## src/rtl/aesl_deadlock_pkg.sv

```systemverilog
// Shared types and helpers for the AXI-Stream deadlock monitor.
package aesl_deadlock_pkg;

  typedef enum logic [1:0] {
    IDLE    = 2'd0,
    SUSPECT = 2'd1,
    BLOCKED = 2'd2
  } dl_state_e;

  // Bits needed to hold values 0..v-1.
  function automatic int clog2_f(input int v);
    int r;
    int x;
    r = 0;
    x = v - 1;
    while (x > 0) begin
      r = r + 1;
      x = x >> 1;
    end
    return r;
  endfunction

endpackage

```

## src/rtl/aesl_deadlock_grp_reduce.sv

```systemverilog
// Per-group reduction: group blocked flag and idle-masked stream map slice.
module aesl_deadlock_grp_reduce #(
  parameter int GROUP_SIZE = 2
) (
  input  logic [GROUP_SIZE-1:0] axis_sigs,
  input  logic                  idle,
  output logic                  grp_blk,
  output logic [GROUP_SIZE-1:0] info_slice
);

  assign grp_blk    = (|axis_sigs) & ~idle;
  assign info_slice = grp_blk ? axis_sigs : '0;

endmodule

```

## src/rtl/aesl_deadlock_axis_monitor.sv

```systemverilog
// Parametrised AXI-Stream deadlock monitor with persistence filter,
// sticky flag, first-block snapshot and saturating blocked-cycle counter.
module aesl_deadlock_axis_monitor
  import aesl_deadlock_pkg::*;
#(
  parameter int NUM_GROUPS     = 2,
  parameter int GROUP_SIZE     = 2,
  parameter int PERSIST_CYCLES = 16,
  parameter int CNT_W          = 16,
  localparam int NUM_AXIS      = NUM_GROUPS * GROUP_SIZE
) (
  input  logic                  clock,
  input  logic                  reset,
  input  logic                  clear,
  input  logic [NUM_AXIS-1:0]   axis_block_sigs,
  input  logic [NUM_GROUPS-1:0] inst_idle_sigs,
  input  logic [NUM_GROUPS-1:0] inst_block_sigs,
  output logic [NUM_AXIS-1:0]   axis_block_info,
  output logic                  block,
  output logic                  block_sticky,
  output logic [NUM_AXIS-1:0]   first_info,
  output logic [CNT_W-1:0]      block_count
);

  localparam int PW = clog2_f(PERSIST_CYCLES + 1);
  localparam logic [PW-1:0] PCNT_LAST = PW'(PERSIST_CYCLES - 1);

  logic [NUM_GROUPS-1:0] grp_blk;
  logic [NUM_AXIS-1:0]   info_d;
  logic [NUM_AXIS-1:0]   info_q;
  logic                  raw;
  dl_state_e             state, state_n;
  logic [PW-1:0]         pcnt, pcnt_n;

  for (genvar g = 0; g < NUM_GROUPS; g++) begin : g_grp
    aesl_deadlock_grp_reduce #(
      .GROUP_SIZE(GROUP_SIZE)
    ) u_grp (
      .axis_sigs (axis_block_sigs[g*GROUP_SIZE +: GROUP_SIZE]),
      .idle      (inst_idle_sigs[g]),
      .grp_blk   (grp_blk[g]),
      .info_slice(info_d[g*GROUP_SIZE +: GROUP_SIZE])
    );
  end

  assign raw = (|grp_blk) | (|inst_block_sigs);

  // Persistence filter: a single raw-low cycle always drops back to IDLE.
  always_comb begin
    state_n = state;
    pcnt_n  = pcnt;
    case (state)
      IDLE: begin
        pcnt_n = '0;
        if (raw) begin
          if (PERSIST_CYCLES == 1) begin
            state_n = BLOCKED;
          end else begin
            state_n = SUSPECT;
            pcnt_n  = PW'(1);
          end
        end
      end
      SUSPECT: begin
        if (!raw) begin
          state_n = IDLE;
          pcnt_n  = '0;
        end else if (pcnt == PCNT_LAST) begin
          state_n = BLOCKED;
        end else begin
          pcnt_n = pcnt + PW'(1);
        end
      end
      BLOCKED: begin
        if (!raw) begin
          state_n = IDLE;
          pcnt_n  = '0;
        end
      end
      default: begin
        state_n = IDLE;
        pcnt_n  = '0;
      end
    endcase
  end

  assign block           = (state == BLOCKED);
  assign axis_block_info = block ? info_q : '0;

  always_ff @(posedge clock) begin
    if (reset) begin
      state        <= IDLE;
      pcnt         <= '0;
      info_q       <= '0;
      block_sticky <= 1'b0;
      first_info   <= '0;
      block_count  <= '0;
    end else begin
      state  <= state_n;
      pcnt   <= pcnt_n;
      info_q <= info_d;

      if (clear) begin
        block_sticky <= 1'b0;
      end else if (state_n == BLOCKED) begin
        block_sticky <= 1'b1;
      end

      // Snapshot only the first entry into BLOCKED since reset or clear.
      if (!clear && !block_sticky && (state != BLOCKED) && (state_n == BLOCKED)) begin
        first_info <= info_d;
      end

      if (clear) begin
        block_count <= '0;
      end else if (block && (block_count != {CNT_W{1'b1}})) begin
        block_count <= block_count + CNT_W'(1);
      end
    end
  end

endmodule

```

## config.mk

```make
export PLATFORM = sky130hd
export DESIGN_NAME = aesl_deadlock_axis_monitor
export DESIGN_NICKNAME = d
export VERILOG_FILES = /design/src/rtl/aesl_deadlock_pkg.sv /design/src/rtl/aesl_deadlock_grp_reduce.sv /design/src/rtl/aesl_deadlock_axis_monitor.sv
export SDC_FILE = /design/constraint.sdc
export NUM_CORES = 1
export LEC_CHECK = 0
export CAP_MARGIN = 20
export CORE_ASPECT_RATIO = 1.25
export CORE_MARGIN = 2
export CORE_UTILIZATION = 49
export DETAILED_ROUTE_END_ITERATION = 8
export PLACE_DENSITY_LB_ADDON = 0.1
export RECOVER_POWER = 25
export SLEW_MARGIN = 20
export SYNTH_ARGS = -nofsm -noshare
export SYNTH_HDL_FRONTEND = slang
export SYNTH_HIERARCHICAL = 1
export SYNTH_SLANG_ARGS = --single-unit
```

## constraint.sdc

```tcl
create_clock -name clock -period 2.7 [get_ports clock]
set_clock_uncertainty 0.15 [all_clocks]
set_input_delay 0.54 -clock clock [delete_from_list [all_inputs] [get_ports clock]]
set_output_delay 0.54 -clock clock [all_outputs]
set_load 0.03 [all_outputs]
```

# [After elaboration in Yosys (flattened, before gate mapping)]
# Cells that the tools add are included.
[word_totals] register_bits=32 elab_cells=47 output_inout_bits=26
[op_classes] bitwise=5 mux=13 n_eq_ne=8 addsub=2 reduce_logical=13
[ops] operator="16-bit by 1-bit adder with 16-bit output, second input constant" count=1
[ops] operator="16-bit inequality test, second input constant" count=1
[ops] operator="5-bit two-way mux" count=3
[ops] operator="5-bit one-hot mux with 3 select lines" count=1
[ops] operator="2-bit two-way mux" count=6
[ops] operator="2-bit OR reduction" count=5
[ops] operator="2-bit one-hot mux with 3 select lines" count=1
[ops] operator="5-bit by 1-bit adder with 5-bit output, second input constant" count=1
[ops] operator="5-bit by 4-bit == test with 1-bit output, second input constant" count=1
[ops] operator="2-bit == test, second input constant" count=2
[ops] operator="1-bit logical AND" count=4
[ops] operator="4-bit two-way mux" count=1
[ops] operator="2-bit inequality test, second input constant" count=2
[ops] operator="3-bit inequality test, second input constant" count=1
[ops] operator="1-bit bitwise AND" count=2
[ops] operator="2-bit by 1-bit == test with 1-bit output, second input constant" count=1
[ops] operator="1-bit zero test" count=2
[ops] operator="2-bit zero test" count=1
[ops] operator="1-bit inverter" count=2
[ops] operator="2-bit AND reduction" count=1
[ops] operator="1-bit two-way mux" count=1
[ops] operator="1-bit OR" count=1

# [Depth between registers and ports, before layout]
[logic_depth] word_depth=8 ltp_mapped=8 mapped_depth_nobuf=7

# [By module]
# Netlist, hierarchy kept.
[modules_own_cells] mod="aesl_deadlock_axis_monitor" area_per_inst_um2=1540.2 cells_each=180 seq_area_each_um2=640.6 n_inst=1
[modules_own_cells] mod="aesl_deadlock_grp_reduce" area_per_inst_um2=27.5 cells_each=3 seq_area_each_um2=0.0 n_inst=2

# [Worst setup path before layout]
# Ideal clock, no wire load.
[synth_timing] path_kind="register to register" from="reg pcnt[0]" to="reg first_info[0]" n_path_buf=1 stages_incl_launch_ff=9 period_less_slack_ns=2.078 t_arrival_ns=1.801 setup_slack_ns=0.622 cell_sequence="dfxtp_1 -> ha_1 -> and3_1 -> ha_1 -> nand3b_1 -> or4_1 -> clkbuf_1 -> mux2i_1 -> nor2_1"
[synth_between] elab_chain_cells=6
[synth_rtl] item="start: declaration" line_no="aesl_deadlock_axis_monitor.sv:33" text="logic [PW-1:0] pcnt, pcnt_n;"
[synth_rtl] item="start signal: assignment" line_no="aesl_deadlock_axis_monitor.sv:100" text="pcnt <= pcnt_n;"
[synth_rtl] item="5-bit by 4-bit == test with 1-bit output" line_no="aesl_deadlock_axis_monitor.sv:68" text="end else if (pcnt == PCNT_LAST) begin"
[synth_rtl] item="2-bit two-way mux" line_no="aesl_deadlock_axis_monitor.sv:68"
[synth_rtl] item="2-bit two-way mux" line_no="aesl_deadlock_axis_monitor.sv:65" text="if (!raw) begin"
[synth_rtl] item="2-bit one-hot mux with 3 select lines" line_no="aesl_deadlock_axis_monitor.sv:52" text="case (state)"
[synth_rtl] item="2-bit == test" line_no="aesl_deadlock_axis_monitor.sv:110" text="if (!clear && !block_sticky && (state != BLOCKED) && (state_n == BLOCKED)) begin"
[synth_rtl] item="1-bit logical AND" line_no="aesl_deadlock_axis_monitor.sv:110"
[synth_rtl] item="end signal: assignment" line_no="aesl_deadlock_axis_monitor.sv:111" text="first_info <= info_d;"
[synth_rtl] item="end: declaration" line_no="aesl_deadlock_axis_monitor.sv:21" text="output logic [NUM_AXIS-1:0] first_info,"
# Every way passes these cells.
# A chain may end at the register's enable or synchronous reset.

# [Worst setup path after layout]
[layout_timing] from="reg state[0]" to="out axis_block_info[1]"
[layout_between] elab_chain_cells=2
[layout_rtl] item="start: declaration" line_no="aesl_deadlock_axis_monitor.sv:32" text="dl_state_e state, state_n;"
[layout_rtl] item="start signal: assignment" line_no="aesl_deadlock_axis_monitor.sv:99" text="state <= state_n;"
[layout_rtl] item="2-bit == test" line_no="aesl_deadlock_axis_monitor.sv:87" text="assign block = (state == BLOCKED);"
[layout_rtl] item="4-bit two-way mux" line_no="aesl_deadlock_axis_monitor.sv:88" text="assign axis_block_info = block ? info_q : '0;"
[layout_rtl] item="end: declaration" line_no="aesl_deadlock_axis_monitor.sv:18" text="output logic [NUM_AXIS-1:0] axis_block_info,"
# Every way passes these cells.

==> flow_summary.yaml <==
global_routing:
  grt_pass1_wl_um: 6230
  grt_pass1_vias: 1443
  grt_overflow: 0
  grt_max_degree: 15
  antenna_found_initial: 0
  grtUsageTotal: 0.2310
routing:
  drt.antenna.violating_nets: 0
  dr.pass1.iters: 4
  drc: 0
  drt_iter0_markers: 61
  wl_per_cell_um: 14.09
  viasPerCell: 5.927
  drt_wl_total_um: 3664
  num_vias: 1541
cells_and_area:
  drive_above_1_share: 0.08969
  layout_commonest_cell: "clkdlybuf4s50_1"
  area_delta_synth_final_pct: 29.18
  fin_cells: 260
  final_cell_mix: "clkdlybuf4s50_1, dfxtp_1, a21oi_1"
  antenna_cells: 0
  fin_nets: 237
  finish.instance_area_um2: 2061
clock_network:
  ctsHoldBuffers: 0
  tritoncts: "done"
  cts_buffer_depth: 2
  clock_sinks: 32
  cts_buffers: 5
  h-tree-depth: 2
  cts_root_buf: "clkbuf_8"
  clock_latency_ps: 280
  clk_pin_slew_worst_paths_ps: 60
  postCtsSetupRepairBufs: 0
timing:
  max_slew_margin: 0.5972
  tightest_slew_ps: 598.7
  min_period_ps: 2496
  hold_viol_final: 0
  finalSetupViolations: 0
  fin_crit_sh: 0.9243
  setup_ws_ps: 204.3
  setup_tns_ps: 0
  slew_viol_final: 0
  fmax_mhz: 400.7
  rsz0062_at_grt: "false"
run:
  cap_violations: 0
power:
  power_uw: 921.4
  ir_drop_mv: 0.5941
  p_leak_nw: 0.7539
  power_density_nw_per_um2: 447.1
synth:
  synth_seq_cells: 32
  synth_compound_area_frac: 0.1773
  synthXorXnorAreaFrac: 0
  ys.flop_type: "dfxtp_1"
  synthAdderAreaFrac: 0.02353
  yosys_warnings: 6
  synth_area_leaders: "dfxtp_1, a21oi_1, mux2i_1"
  syn_area_um2: 1595
  yosysTopAreaCell: "dfxtp_1"
  seq_area_frac_synth: 0.4016
  synth-simple-area-share: 0.3176
  syn_area_per_cell_um2: 8.577
  synth_edf_count: 0
  async_reset_ff_frac: 0
  yosysTopAreaCellShare: 0.4016
  synthMuxAreaShare: 0.03765
  syn_nets: 200
  syn_inst: 186
  synth_top_family_by_area: "simple AND/OR/NAND/NOR gates"
  yosysUniqueCellTypes: 42
placement:
  port_buffers: 36
  placed_cell_area_um2: 1987
  place_ws_ps: 241.8
  dp.cells: 253
  gp_congestion: 0.7635
  dp_hpwl_um: 2765
setup_path:
  arrival_ps: 1810
  cp_slowest_stage_delay_ps: 660
  slowest_stage: "clkdlybuf4s50_1"
  crit_type: "flip-flop to output port"
  crit_path_end_kind: "output port"
  cp.required_ps: 2010
  crit_fanout: 11
  path_cells: "nand2b_1 > inv_2 > and2_1 > clkdlybuf4s50_1"
  crit_path_start_kind: "flip-flop"
die:
  dieArea_um2: 3731
  initial_core_util: 0.5040
  rows: 23
  io_pins: 37
  coreArea_um2: 3166
  die_h_um: 67.80
  die_w_um: 55.04
run_status:
  status: "finished clean"
hold_path:
  hp-class: "flip-flop to flip-flop"
==> layer usage <==
layer / vias up / share of wire / GRT usage
li1: 764 / - / -
met1: 725 / 0.41 / 0.2493
met2: 45 / 0.52 / 0.4152
met3: 7 / 0.048 / 0.05310
met4: 0 / 0.020 / 0.1006
met5: - / 0 / 0
==> logic make-up after synthesis <==
group / after synthesis
fa+ha+maj: 3
flops: 32
compound gates: 44
simple gates: 86
buf+inv: 15
mux: 6
==> synth_stat cells, drive strengths merged (2+ instances only) <==
cell type / number
clkbuf: 6
nor3: 4
and3: 4
buf: 5
dfxtp: 32
o211ai: 2
o21a: 2
nor2: 14
or2: 2
and2b: 4
or4: 7
a31oi: 4
a21oi: 15
o21ba: 2
a211oi: 2
nand2: 13
ha: 3
nor4: 5
or3: 3
nand3b: 2
inv: 4
nand4: 3
nor2b: 5
o21ai: 7
mux2i: 6
nand2b: 2
nand3: 10
o31ai: 4
and2: 5
==> worst max-delay path, delay by kind of cell, from the launching register on <==
kind | cells | cell delay [ps]
buf+inv | 2 | 830
flops | 1 | 360
simple gates | 2 | 340
==> cell type report <==
type,count,area (µm²)
fill,276,1105
clock buffer,7,96.34
sequential,32,640.6
tap,37,46.29
multi-input combinational,139,868.3
timing repair buffer,41,394.1
inverter,4,15.01
==> stage by stage <==
| stage | util | hold WS (ps) |
|---|---|---|
| after global placement | 0.6277 | 321.2 |
| after CTS | 0.6581 | 345.1 |
| after floorplan | - | 303.9 |
| after detailed placement | 0.6277 | 330.4 |
| final | 0.6510 | 340.0 |
| after global routing | 0.6510 | 372.5 |
==> path summary, 6_finish.rpt <==
kind,startpoint,to,slack [ps],cells after the start
max,state[0],axis_block_info[1],200,4
min,pcnt[4],pcnt[4],340,2
max reg2reg,pcnt[0],first_info[3],410,7
min reg2reg,pcnt[4],pcnt[4],340,2
==> what timing repair did <==
item                                    CTS  global route
resized for setup                         0             1
endpoints found under the setup margin    0             4
hold endpoints to repair                  0             0
==> flip-flops by register name (all words and copies together), names as in the netlist <==
name	flops
info_q	4
state	2
block_count	16
pcnt	5
first_info	4
block_sticky	1
==> power breakdown <==
group / switching, mW / internal, mW
Sequential: 0.00408 / 0.478
Combinational: 0.0226 / 0.0272
Clock: 0.163 / 0.227
Total: 0.190 / 0.732
No activity file was read; power rests on OpenSTA's default activity.
==> RTL change 1, RTL diff (same settings) <==
Re-encode `dl_state_e` (3 states) as one-hot, 3 bits wide.
--- a/src/rtl/aesl_deadlock_pkg.sv
+++ b/src/rtl/aesl_deadlock_pkg.sv
@@ -1,10 +1,10 @@
 // Shared types and helpers for the AXI-Stream deadlock monitor.
 package aesl_deadlock_pkg;
 
-  typedef enum logic [1:0] {
-    IDLE    = 2'd0,
-    SUSPECT = 2'd1,
-    BLOCKED = 2'd2
+  typedef enum logic [2:0] {
+    IDLE    = 3'b001,
+    SUSPECT = 3'b010,
+    BLOCKED = 3'b100
   } dl_state_e;
 
   // Bits needed to hold values 0..v-1.
Formal check against the unedited RTL: no difference found for any inputs over 10 cycles, from zero or initial values and one cycle with reset high; not proved beyond that.
==> RTL change 1 against the unedited design <==
  * Design area is 4.4% higher
  * Synthesized area rose by 2.9%
  * Routed wire length rose by 2.4%
  * Power up 1.6%
  * Sequential cell count rose by 1
  * Clock power shrank 5.1%
  * Setup slack worse by 0.54 ps
  * Register-to-register slack got worse by 60 ps
  * Critical endpoint unchanged
  * Critical path type unchanged
==> RTL change 1: results (changes against the unedited design) <==
leakage power 0.830 nW (+10%); Vias/cell 5.93 (about the same); HP Class reg2reg; Seq/Total Area, Yosys 0.402 (+0.000870); Routed WL 3750 µm (+2.4%); DP HPWL 2840 µm (+2.8%); Port Buf Inserts 36 (unchanged); Synthesized Nets 198 (-1.0%); hold_ws 337 ps (-2.86 ps); vias in the first global route 1,486 (+3.0%); Routed WL per cell 14.0 µm (-0.68%); deepest clock path buffer count 2 (unchanged); CP max stage delay 430 ps (-230 ps); Slew @ Worst Pin 569 ps (-30.0 ps); R2R setup slack 350 ps (-60 ps); worst r2r path cells 5 (-2); 1st-iter DRT viols 67 (+9.8%); first-pass GRT wire length 6200 µm (-0.43%); layout cells sized above 1 0.0996 (+0.00988); Hold Crit Endpoint pcnt[1]$_SDFFE_PP0P_; Main synth FF type dfxtp_1; total track usage 0.208 (-0.0232); mean area per synthesized cell 8.92 µm² (+4.0%); Post-Synth XOR/XNOR Area 0 (unchanged); routability cong. 0.808 (+5.8%); Yosys cell types 48 (+14%); largest net degree at the start of global routing 14 (-1); M1 GR Usage 0.204 (-0.0452); GR Util met2 0.403 (-0.0119); status complete, no violations; Sw Pwr 0.205 mW (+8.2%); synth top area cells dfxtp_1 (40%), a21oi_1 (3.4%), nor2_1 (3.0%); r2r startpoint state[2]$_SDFF_PP0_; compound-cell area share of the yosys netlist 0.178 (+0.000337); Max VDD drop 0.386 mV (-35%); Post-Synth Adder-Cell Area 0.0229 (-0.000664); DP Area 2090 µm² (+5.0%); yosys warns 6 (unchanged); Post-synth top cells dfxtp_1 (33), nor2_1 (13), nand2_1 (12); DRT Pass-1 Iters 4 (unchanged); Critical Path Slowest Stage Cell dfxtp_1; CTS H-tree lvls 2 (unchanged); mux contribution to synthesized area 0.0244 (-0.0133); CP max FO 10 (-1); Worst R2R End block_count[14]$_SDFFE_PP0P_; Hold Startpoint pcnt[1]$_SDFFE_PP0P_; placed cell count 261 (+3.2%); final net count 245 (+3.4%); internal power 0.731 mW (-0.16%); met3 global-route usage 0.0504 (-0.00272)
-- RTL change 1: cell types whose count changed after synthesis, sizes merged, moves of 3 or more --
cell | unedited run | this run
or4 | 7 | 1
nor3 | 4 | 7
a21oi | 15 | 11
o211a | 0 | 3
nand4 | 3 | 6
or3 | 3 | 6
a21boi | 0 | 3
o31ai | 4 | 1
buf | 5 | 2
-- RTL change 1: power by group through the flow --
| stage | clock (mW) | combinational [mW] | sequential (mW) |
|---|---|---|---|
| 3_5_place_dp | 0 | 0.0604 | 0.518 |
| 2_1_floorplan | 0 | 0.0395 | 0.512 |
| 6_report | 0.370 | 0.0586 | 0.507 |
| 4_1_cts | 0.376 | 0.0606 | 0.507 |
| 5_1_grt | 0.392 | 0.0661 | 0.509 |
| 3_3_place_gp | 0 | 0.0588 | 0.517 |
-- RTL change 1: routing by layer --
| layer | vias up | share of wire | wire length (µm) |
|---|---|---|---|
| met1 | 757 | 0.39 | 1460 |
| met4 | 0 | 0.017 | 63 |
| met5 | - | 0 | 0 |
| met2 | 44 | 0.55 | 2060 |
| met3 | 7 | 0.045 | 170 |
| li1 | 782 | - | - |
-- RTL change 1: cells by family after synthesis --
logic type | Yosys count
buffers and inverters | 10
flip-flops | 33
multiplexers | 4
adder cells (fa/ha/maj) | 3
AO/OA/AOI/OAI | 43
AND/OR/NAND/NOR | 91
-- RTL change 1: cell type report --
| type | count | area (µm²) | share of cell area |
|---|---|---|---|
| multi-input combinational | 141 | 922 | 0.428 |
| sequential | 33 | 661 | 0.307 |
| timing repair buffer | 46 | 422 | 0.196 |
| clock buffer | 7 | 86.3 | 0.0401 |
| tap | 37 | 46.3 | 0.0215 |
| inverter | 4 | 15.0 | 0.00698 |
-- RTL change 1: critical path, delay by kind of cell (launching register included) --
kind | cells | cell delay, ps
buffers and inverters | 2 | 560
DFF | 1 | 430
and+or+nand+nor | 2 | 540
-- RTL change 1: how the worst max path moves through the flow --
stage | end | cells after the start | start | slack (ps)
floorplan | axis_block_info[0] | 5 | state[0]$_SDFF_PP1_ | 540
global placement | axis_block_info[0] | 4 | state[2]$_SDFF_PP0_ | 280
detailed placement | pcnt[3]$_SDFFE_PP0P_ | 7 | inst_idle_sigs[1] | 210
CTS | block | 3 | state[2]$_SDFF_PP0_ | 60
global route | axis_block_info[1] | 4 | state[2]$_SDFF_PP0_ | 110
finish | axis_block_info[1] | 4 | state[2]$_SDFF_PP0_ | 200
-- RTL change 1: per-stage QoR --
stage / setup slack (ps) / power, mW
floorplan: 541 / 0.552
global placement: 283 / 0.575
detailed placement: 213 / 0.578
finish: 204 / 0.936
CTS: 59.8 / 0.944
global route: 105 / 0.967
-- RTL change 1: timing repair --
action / in CTS / in global routing
resized for setup: 4 / 1
endpoints found under the setup margin: 4 / 1
pin swaps: 0 / 0
hold buffers: 0 / 0
==> RTL change 2, RTL diff (same flow settings) <==
Made on the original files. Change the parameter `NUM_GROUPS` from 2 to 1.
--- a/src/rtl/aesl_deadlock_axis_monitor.sv
+++ b/src/rtl/aesl_deadlock_axis_monitor.sv
@@ -3,7 +3,7 @@
 module aesl_deadlock_axis_monitor
   import aesl_deadlock_pkg::*;
 #(
-  parameter int NUM_GROUPS     = 2,
+  parameter int NUM_GROUPS     = 1,
   parameter int GROUP_SIZE     = 2,
   parameter int PERSIST_CYCLES = 16,
   parameter int CNT_W          = 16,
Interface: changed (5 resized); port bits go from 37 to 29. The function was not compared with the original's and may differ.
==> RTL change 2 against the unedited design <==
  * Register-to-register slack better by 200 ps
  * Setup slack got worse by 20 ps
  * Sequential cell count down 4
  * Count of clock-buffer cells in the layout fell by 3
  * Design area down 15%
  * Synthesized area is 11% lower
  * Power decreased by 29%
  * Die area shrank 10%
  * Routed wire length fell by 14%
  * Critical path depth stayed put
  * Largest power group unchanged
==> RTL change 2: results (changes against the unedited design) <==
Routed WL 3160 µm (-14%); clk_lat worst skew 320 ps (+40 ps); Seq/Total Area, Yosys 0.395 (-0.00651); 1st-iter DRT viols 17 (-72%); CP endpoint axis_block_info[0]; status complete, no violations; Hold Crit Endpoint pcnt[1]$_SDFFE_PP0P_; Critical path origin state[0]$_SDFF_PP0_; leakage power 0.571 nW (-24%); CP max FO 8 (-3); R2R setup slack 610 ps (+200 ps); Vias/cell 5.87 (-0.95%); met3 global-route usage 0.0210 (-0.0321); CP Data Arrival Time 1830 ps (+20 ps); M1 GR Usage 0.229 (-0.0200); CTS H-tree lvls 1 (-1); final net count 201 (-15%); deepest clock path buffer count 2 (unchanged); Yosys cell types 51 (+21%); vias in the first global route 1,277 (-12%); initial antenna violation count 0 (unchanged); number of diodes 0 (unchanged); top flop regs block_count: 16 flops, pcnt: 5 flops; total track usage 0.207 (-0.0244); synth top area cells dfxtp_1 (40%), a21oi_1 (4.2%), mux2i_1 (3.5%); Inserted Clock Buffers 3 (-2); GR Util met2 0.384 (-0.0307); Synthesized Nets 171 (-14%); Worst R2R End pcnt[2]$_SDFFE_PP0P_; routability cong. 0.762 (-0.24%); first-pass GRT wire length 5380 µm (-14%); Hold Startpoint pcnt[1]$_SDFFE_PP0P_; Post-synth top cells dfxtp_1 (28), a21oi_1 (12), nand2_1 (11), nor2_1 (11), o21ai_0 (7); clk slew on worst S/H paths 150 ps (+90 ps); clock network power 0.202 mW (-48%); Sw Pwr 0.141 mW (-26%); Max VDD drop 0.321 mV (-46%); relative slew slack 0.706 (+0.109); CTS root buf clkbuf_4; layout cells sized above 1 0.0789 (-0.0107); DP HPWL 2490 µm (-9.8%); Port Buf Inserts 28 (-22%); largest net degree at the start of global routing 16 (+1)
-- RTL change 2: cell count changes after synthesis, moves of 3 or more --
cell	delta
a21oi_1	-3
and2_1	-3
or3_1	+3
nand3_1	-3
and3_1	-3
nor2_1	-3
clkbuf_1	-4
dfxtp_1	-4
nor2b_1	-3
a31oi_1	-4
-- RTL change 2: layout make-up --
| class | instances | area, µm² |
|---|---|---|
| Multi-Input combinational cell | 121 | 801 |
| Inverter | 6 | 23.8 |
| Sequential cell | 28 | 561 |
| Tap cell | 34 | 42.5 |
| Fill cell | 245 | 947 |
| Timing Repair Buffer | 31 | 295 |
| Clock buffer | 4 | 36.3 |
-- RTL change 2: per-stage QoR --
stage | cells | worst slack [ps] | hold slack (ps) | power, mW | area [µm²]
floorplan | 161 | 639 | 299 | 0.448 | 1420
global placement | 220 | 532 | 317 | 0.464 | 1730
detailed placement | 220 | 488 | 321 | 0.466 | 1730
CTS | 224 | 169 | 338 | 0.667 | 1770
global route | 224 | 100 | 368 | 0.690 | 1760
finish | 224 | 184 | 333 | 0.658 | 1760
-- RTL change 2: cell families (layout without fill, tap and decap cells) --
kind of cell / Yosys count / count (layout) / share of synthesized area
simple gates: 73 / 73 / 0.313
compound gates: 39 / 39 / 0.183
flops: 28 / 28 / 0.395
buf+inv: 12 / 41 / 0.0406
mux: 5 / 5 / 0.0353
fa+ha+maj: 3 / 3 / 0.0265
xor+xnor: 1 / 1 / 0.00617
-- RTL change 2: layer usage --
layer,wire length (µm),part of all wire,up-vias
met5,0,0,-
met4,51,0.016,0
met3,55,0.017,4
met2,1720,0.55,17
met1,1330,0.42,623
li1,-,-,671
-- RTL change 2: critical path: stages (launching register included) --
cell and delay (ps):
dfxtp_1 430, nand2b_1 170, clkinv_2 140, and2_1 180, clkdlybuf4s50_1 590
